## src/rtl/beep_arbiter_if.sv

```systemverilog
// Purpose: groups the buzzer arbiter request inputs and status outputs into one bundle.
// Latency: none; this is wiring only.
// Backpressure: none; requests are fire-and-forget pulses and the outputs are levels.
// Signals: key_req, vend_req (1-cycle pulses), music_en, music_tone, mute (levels) go
//          toward the arbiter; beep, grant[1:0], busy come back from it.
interface beep_arbiter_if;
  logic       key_req;
  logic       vend_req;
  logic       music_en;
  logic       music_tone;
  logic       mute;
  logic       beep;
  logic [1:0] grant;
  logic       busy;

  // Requester side: the keypad, vending controller and melody player.
  modport master (
    output key_req,
    output vend_req,
    output music_en,
    output music_tone,
    output mute,
    input  beep,
    input  grant,
    input  busy
  );

  // Arbiter side.
  modport slave (
    input  key_req,
    input  vend_req,
    input  music_en,
    input  music_tone,
    input  mute,
    output beep,
    output grant,
    output busy
  );
endinterface

```

## src/rtl/beep_arbiter.sv

```systemverilog
// Purpose: fixed-priority buzzer arbiter (MUSIC > VEND > KEY) with key/alert tone generation.
// Latency: request sampled on an edge owns the buzzer from the next cycle; beep is registered-state driven.
// Backpressure: none; requests that lose arbitration or arrive during MUSIC are dropped, not queued.
// Ports: clk (only clock), rst_n (async active-low), bus (beep_arbiter_if.slave):
//        key_req/vend_req pulses, music_en/music_tone from the melody player, mute,
//        beep drive, grant (0 IDLE, 1 KEY, 2 VEND, 3 MUSIC), busy (grant != 0).
module beep_arbiter #(
  parameter int KEY_CYC   = 10_000_000,
  parameter int VEND_CYC  = 100_000_000,
  parameter int KEY_HALF  = 25_000,
  parameter int VEND_HALF = 12_500,
  parameter int GATE_CYC  = 12_500_000
) (
  input  logic          clk,
  input  logic          rst_n,
  beep_arbiter_if.slave bus
);

  localparam int MAX_CYC  = (KEY_CYC > VEND_CYC) ? KEY_CYC : VEND_CYC;
  localparam int MAX_HALF = (KEY_HALF > VEND_HALF) ? KEY_HALF : VEND_HALF;
  localparam int TW = (MAX_CYC > 1) ? $clog2(MAX_CYC) : 1;
  localparam int HW = (MAX_HALF > 1) ? $clog2(MAX_HALF) : 1;
  localparam int GW = (GATE_CYC > 1) ? $clog2(GATE_CYC) : 1;

  // Timer counts down to zero; loading N-1 makes the state last exactly N cycles.
  localparam logic [TW-1:0] KEY_LOAD  = TW'(KEY_CYC - 1);
  localparam logic [TW-1:0] VEND_LOAD = TW'(VEND_CYC - 1);
  localparam logic [HW-1:0] KEY_HLAST  = HW'(KEY_HALF - 1);
  localparam logic [HW-1:0] VEND_HLAST = HW'(VEND_HALF - 1);
  localparam logic [GW-1:0] GATE_LAST  = GW'(GATE_CYC - 1);

  typedef enum logic [1:0] {
    S_IDLE  = 2'd0,
    S_KEY   = 2'd1,
    S_VEND  = 2'd2,
    S_MUSIC = 2'd3
  } state_t;

  state_t        state_q, state_d;
  logic          load;        // entry into, or restart of, KEY/VEND
  logic [TW-1:0] timer_q;
  logic [HW-1:0] half_q;
  logic          phase_q;
  logic [GW-1:0] gate_cnt_q;
  logic          gate_q;
  logic [HW-1:0] half_last;
  logic          beep_c;

  // Next state and restart decision.
  always_comb begin
    state_d = state_q;
    load    = 1'b0;
    case (state_q)
      S_IDLE: begin
        if (bus.music_en) begin
          state_d = S_MUSIC;
        end else if (bus.vend_req) begin
          state_d = S_VEND;
          load    = 1'b1;
        end else if (bus.key_req) begin
          state_d = S_KEY;
          load    = 1'b1;
        end
      end
      S_KEY: begin
        if (bus.music_en) begin
          state_d = S_MUSIC;
        end else if (bus.vend_req) begin
          state_d = S_VEND;
          load    = 1'b1;
        end else if (bus.key_req) begin
          load    = 1'b1;
        end else if (timer_q == '0) begin
          state_d = S_IDLE;
        end
      end
      S_VEND: begin
        // key_req is deliberately ignored here.
        if (bus.music_en) begin
          state_d = S_MUSIC;
        end else if (bus.vend_req) begin
          load    = 1'b1;
        end else if (timer_q == '0) begin
          state_d = S_IDLE;
        end
      end
      S_MUSIC: begin
        if (!bus.music_en) begin
          state_d = S_IDLE;
        end
      end
      default: state_d = S_IDLE;
    endcase
  end

  assign half_last = (state_q == S_KEY) ? KEY_HLAST : VEND_HLAST;

  // State register plus duration timer, tone phase and alert gate.
  always_ff @(posedge clk or negedge rst_n) begin
    if (!rst_n) begin
      state_q    <= S_IDLE;
      timer_q    <= '0;
      half_q     <= '0;
      phase_q    <= 1'b0;
      gate_cnt_q <= '0;
      gate_q     <= 1'b0;
    end else begin
      state_q <= state_d;
      if (load) begin
        timer_q    <= (state_d == S_KEY) ? KEY_LOAD : VEND_LOAD;
        half_q     <= '0;
        phase_q    <= 1'b1;
        gate_cnt_q <= '0;
        gate_q     <= 1'b1;
      end else if (state_d == S_KEY || state_d == S_VEND) begin
        // Only reachable while staying in the same sounding state, so timer_q is non-zero.
        if (timer_q != '0) begin
          timer_q <= timer_q - TW'(1);
        end
        if (half_q == half_last) begin
          half_q  <= '0;
          phase_q <= ~phase_q;
        end else begin
          half_q  <= half_q + HW'(1);
        end
        if (gate_cnt_q == GATE_LAST) begin
          gate_cnt_q <= '0;
          gate_q     <= ~gate_q;
        end else begin
          gate_cnt_q <= gate_cnt_q + GW'(1);
        end
      end else begin
        // Leaving for IDLE/MUSIC discards the sound so it cannot resume later.
        timer_q    <= '0;
        half_q     <= '0;
        phase_q    <= 1'b0;
        gate_cnt_q <= '0;
        gate_q     <= 1'b0;
      end
    end
  end

  // Output mux driven only by registers (plus the mute/music_tone levels), so no
  // decode glitch appears on state changes.
  always_comb begin
    beep_c = 1'b0;
    if (!bus.mute) begin
      case (state_q)
        S_KEY:   beep_c = phase_q;
        S_VEND:  beep_c = phase_q & gate_q;
        S_MUSIC: beep_c = bus.music_tone;
        default: beep_c = 1'b0;
      endcase
    end
  end

  assign bus.beep  = beep_c;
  assign bus.grant = state_q;
  assign bus.busy  = (state_q != S_IDLE);

endmodule
```

## src/flat_wrapper.sv

```systemverilog
// flat-port wrapper written by rule: the top's interface ports become plain ports
module beep_arbiter_flat 
#(
  parameter int KEY_CYC   = 10_000_000,
  parameter int VEND_CYC  = 100_000_000,
  parameter int KEY_HALF  = 25_000,
  parameter int VEND_HALF = 12_500,
  parameter int GATE_CYC  = 12_500_000
)
  (clk, rst_n, bus_key_req, bus_vend_req, bus_music_en, bus_music_tone, bus_mute, bus_beep, bus_grant, bus_busy);
  beep_arbiter_if bus_i ();
  input  logic clk;
  input  logic rst_n;
  input wire logic [$bits(bus_i.key_req)-1:0] bus_key_req;
  input wire logic [$bits(bus_i.vend_req)-1:0] bus_vend_req;
  input wire logic [$bits(bus_i.music_en)-1:0] bus_music_en;
  input wire logic [$bits(bus_i.music_tone)-1:0] bus_music_tone;
  input wire logic [$bits(bus_i.mute)-1:0] bus_mute;
  output wire logic [$bits(bus_i.beep)-1:0] bus_beep;
  output wire logic [$bits(bus_i.grant)-1:0] bus_grant;
  output wire logic [$bits(bus_i.busy)-1:0] bus_busy;
  assign bus_i.key_req = bus_key_req;
  assign bus_i.vend_req = bus_vend_req;
  assign bus_i.music_en = bus_music_en;
  assign bus_i.music_tone = bus_music_tone;
  assign bus_i.mute = bus_mute;
  assign bus_beep = bus_i.beep;
  assign bus_grant = bus_i.grant;
  assign bus_busy = bus_i.busy;
  beep_arbiter #(.KEY_CYC(KEY_CYC), .VEND_CYC(VEND_CYC), .KEY_HALF(KEY_HALF), .VEND_HALF(VEND_HALF), .GATE_CYC(GATE_CYC)) u_core (.clk(clk), .rst_n(rst_n), .bus(bus_i));
endmodule
```

## config.mk

```make
export PLATFORM = sky130hd
export DESIGN_NAME = beep_arbiter_flat
export DESIGN_NICKNAME = d
export VERILOG_FILES = /design/src/rtl/beep_arbiter_if.sv /design/src/rtl/beep_arbiter.sv /design/src/flat_wrapper.sv
export SDC_FILE = /design/constraint.sdc
export NUM_CORES = 1
export LEC_CHECK = 0
export ABC_AREA = 1
export BUFFER_PORTS_ARGS = -buffer_cell sky130_fd_sc_hd__buf_2
export CAP_MARGIN = 15
export CORE_MARGIN = 1.5
export CORE_UTILIZATION = 60
export CTS_CLUSTER_SIZE = 28
export DETAILED_ROUTE_END_ITERATION = 10
export PLACE_DENSITY = 0.79
export SLEW_MARGIN = 20
export SYNTH_ARGS = -nofsm -noshare
export SYNTH_HDL_FRONTEND = slang
export SYNTH_SLANG_ARGS = --single-unit
```

## constraint.sdc

```tcl
create_clock -name clk -period 4.95 [get_ports clk]
set_input_delay 0.495 -clock clk [delete_from_list [all_inputs] [get_ports clk]]
set_output_delay 0.495 -clock clk [all_outputs]
set_load 0.02 [all_outputs]
```

==> flow_metrics.env <==
export IMPL_postRouteAntennaNets=0
export IMPL_cts_num_sinks=70
export IMPL_vias_per_cell=5.456
export IMPL_sequential_cell_area_um2=1752
export IMPL_clockBufferDepth=2
export IMPL_ioPinCount=11
export IMPL_first_pass_iters=5
export IMPL_grt_remaining_overflow=0
export IMPL_synth_seq_area_share=0.4043
export IMPL_worst_slew_pin_transition_ns=0.8567
export IMPL_rr_worst_depth=17
export IMPL_yosys_area_top_type="dfrtp_1"
export IMPL_antenna_diode_count=0
export IMPL_critPathArrivalTime_ns=3.59
export IMPL_synth_fp_nets=605
export IMPL_placeableCoreArea_um2=6907
export IMPL_grt_max_degree=71
export IMPL_die_x_um=87.98
export IMPL_cts_tree="done"
export IMPL_worst_setup_path_end_kind="flop"
export IMPL_finalSetupTns_ns=0
export IMPL_grt_use_total=0.2801
export IMPL_synth_cells=593
export IMPL_design_final_nets=621
export IMPL_r2r_setup_slack_ns=1.62
export IMPL_cap_viol_max_count=0
export IMPL_clock_latency_ns=0.34
export IMPL_fin_skew_ns=0.01137
export IMPL_pwr_density_cell_nw_per_um2=349.9
export IMPL_grt_first_pass_wirelength_um=16820
export IMPL_final_worst_path_period_need_ns=3.329
export IMPL_post_route_cell_area_um2=4677
export IMPL_grt_setup_unrepaired="false"
export IMPL_leakage_power_figure_uw=0.002185
export IMPL_timing_final_crit_share=0.6725
export IMPL_yosysTopAreaCellShare=0.4043
export IMPL_power_switching_uw=565.6
export IMPL_fillCellCount=609
export IMPL_post_dp_cell_area_um2=4444
export IMPL_drt_wirelength_per_cell_um=13.66
export IMPL_routed_wl_um=9696
export IMPL_cts_hold_buffers=0
export IMPL_clock_tree_htree_level_count=3
export IMPL_setup_viol_count_final=0
export IMPL_drt_iter0_markers=346
export IMPL_hold_class="in -> async"
export IMPL_rr_startpoint="u_core.timer_q[0]"
export IMPL_worstPathRequired_ns=5.21
export IMPL_critical_path_max_fanout=19
export IMPL_die_h_um=87.98
export IMPL_timing_hold_violations_final=0
export IMPL_ys_warnings_count=0
export IMPL_synth_cell_type_count=38
export IMPL_maxSlewViolCount=0
export IMPL_synthesis_area_um2=4333
export IMPL_fmaxAchievable_mhz=300.4
export IMPL_io_buffers=10
export IMPL_worst_setup_hold_path_clk_slew_ns=0.08
export IMPL_via_count=3874
export IMPL_async_reset_ff_frac=1.000
export IMPL_area_growth_syn_to_layout_pct=7.941
export IMPL_combinational_power_share=0.255
export IMPL_number_of_global_route_vias_before_repair=3632
export IMPL_design_die_area_um2=7740
export IMPL_cts_repair_timing_setup_buffer_count=0
export IMPL_max_slew_margin_rel=0.4289
export IMPL_clock_power_share=0.324
export IMPL_rows=30
export IMPL_intPower_uw=1071
export IMPL_fin_ws_ns=1.621
export IMPL_post_route_cells_drive_above_1_share=0.1254
export IMPL_initial_util=0.6274
export IMPL_power_frac_seq=0.421
export IMPL_mean_cell_area_of_the_mapped_netlist_um2=7.307
export IMPL_cell_with_the_most_instances_after_synthesis="nand2_1"
export IMPL_synthFlopType="dfrtp_1"
export IMPL_path_class="reg -> reg"
export IMPL_post_cts_resized_instances=0
export IMPL_gp_congestion=0.9702
export IMPL_status="completed"
export IMPL_switching_part_of_the_total=0.3457
export IMPL_critical_path_reg2reg_endpoint="u_core.gate_cnt_q[4]"
export IMPL_drt_drc_violations_left=0
export IMPL_vdd_drop_max_mv=0.2191
export IMPL_initial_antenna_violation_count=0
export IMPL_cts_inserted_buffers=9
export IMPL_hpwlAfterDp_um=7013
export IMPL_critical_path_startpoint_category="flop"
export IMPL_pre_cts_setup_slack_ns=1.722
export IMPL_synth_commonest_cells="nand2_1, nor2_1, inv_1, dfrtp_1, nand3_1"
export IMPL_synth_top_cells_by_area="dfrtp_1, nand2_1, nor2_1, inv_1, nand3_1"
export IMPL_ys_ff_latch=70
export IMPL_multi_input_gate_area_in_the_final_layout_um2=2180
export IMPL_synth_edf_count=0
export IMPL_clock_root_buffer="clkbuf_8"
## worst max path at each step
stage	slack, ns	endpoint	startpoint
final	1.62	u_core.gate_cnt_q[4]	u_core.timer_q[0]
after CTS	1.63	u_core.gate_cnt_q[4]	u_core.timer_q[0]
after detailed placement	1.72	u_core.gate_cnt_q[4]	u_core.timer_q[0]
after global routing	1.31	u_core.gate_cnt_q[4]	u_core.timer_q[0]
after global placement	1.89	u_core.gate_cnt_q[4]	u_core.timer_q[0]
after floorplan	2.39	u_core.gate_cnt_q[19]	u_core.timer_q[0]
## kinds of logic (layout without fill, tap and decap cells)
group	after synthesis	in the layout	share of synthesized area
XOR/XNOR	8	8	0.01617
AND/OR/NAND/NOR	352	352	0.3855
buffers and inverters	90	111	0.09269
AO/OA/AOI/OAI	68	68	0.08692
flip-flops	70	70	0.4043
adder cells (fa/ha/maj)	5	5	0.01444
## critical path, stage by stage (launching register included)
cell and delay [ns]:
dfrtp_1 0.36, inv_1 0.10, ha_1 0.21, nand2_1 0.08
nor2_1 0.15, nand3_1 0.25, inv_1 0.11, nand4_1 0.10
o21ai_0 0.19, nand2_1 0.13, ha_1 0.42, inv_1 0.28
nand2_4 0.14, clkinv_8 0.14, nand2_4 0.14, inv_2 0.22
o21ai_0 0.12, nor2_1 0.10
## flip-flops by register name (all words and copies together), names as in the netlist
signal             cells
u_core.gate_q          1
u_core.bus.grant       2
u_core.phase_q         1
u_core.timer_q        27
u_core.half_q         15
u_core.gate_cnt_q     24
## cell usage in the layout (no fill, tap or decap), drive strengths merged, types with 2 or more instances in the layout
cell type and instances:
nor4 2, dfrtp 70, clkinv 3, bufinv 2, nand2 129, o21bai 5, inv 83, clkbuf 11
xor2 5, a31oi 2, nor3b 5, nand4 14, nor3 21, o21ai 23, xnor2 3, nand3 50
buf 11, nor2 129, ha 5, a21oi 37
## power groups by stage
stage / logic (µW) / clock network, µW / registers, µW
2_1_floorplan: 331 / 0 / 683
6_report: 418 / 530 / 688
5_1_grt: 477 / 559 / 695
3_5_place_dp: 409 / 0 / 696
4_1_cts: 412 / 538 / 686
3_3_place_gp: 400 / 0 / 696
## per-stage QoR
stage          hold slack [ns]  total power, µW  utilization  cells
6_report                0.3643             1636       0.6772    710
5_1_grt                 0.4541             1731       0.6772    710
4_1_cts                 0.3885             1636       0.6772    710
3_5_place_dp            0.4517             1104       0.6435    694
3_3_place_gp            0.4478             1096       0.6435    694
2_1_floorplan           0.1994             1014            -    593
## final cells by class
| class | instances | share of cell area |
|---|---|---|
| Multi-Input combinational cell | 433 | 0.4660 |
| Sequential cell | 70 | 0.3745 |
| Inverter | 84 | 0.07170 |
| Clock buffer | 11 | 0.03237 |
| Tap cell | 96 | 0.02568 |
| Clock inverter | 5 | 0.01739 |
| Timing Repair Buffer | 11 | 0.01231 |
## per-layer routing
metal | vias up | share of wire | track usage
met5 | - | 0 | 0
met4 | 0 | 0.010 | 0.07071
met3 | 12 | 0.067 | 0.04336
met2 | 139 | 0.46 | 0.4310
met1 | 1790 | 0.47 | 0.4140
li1 | 1933 | - | -
No activity file was read; power rests on OpenSTA's default activity.
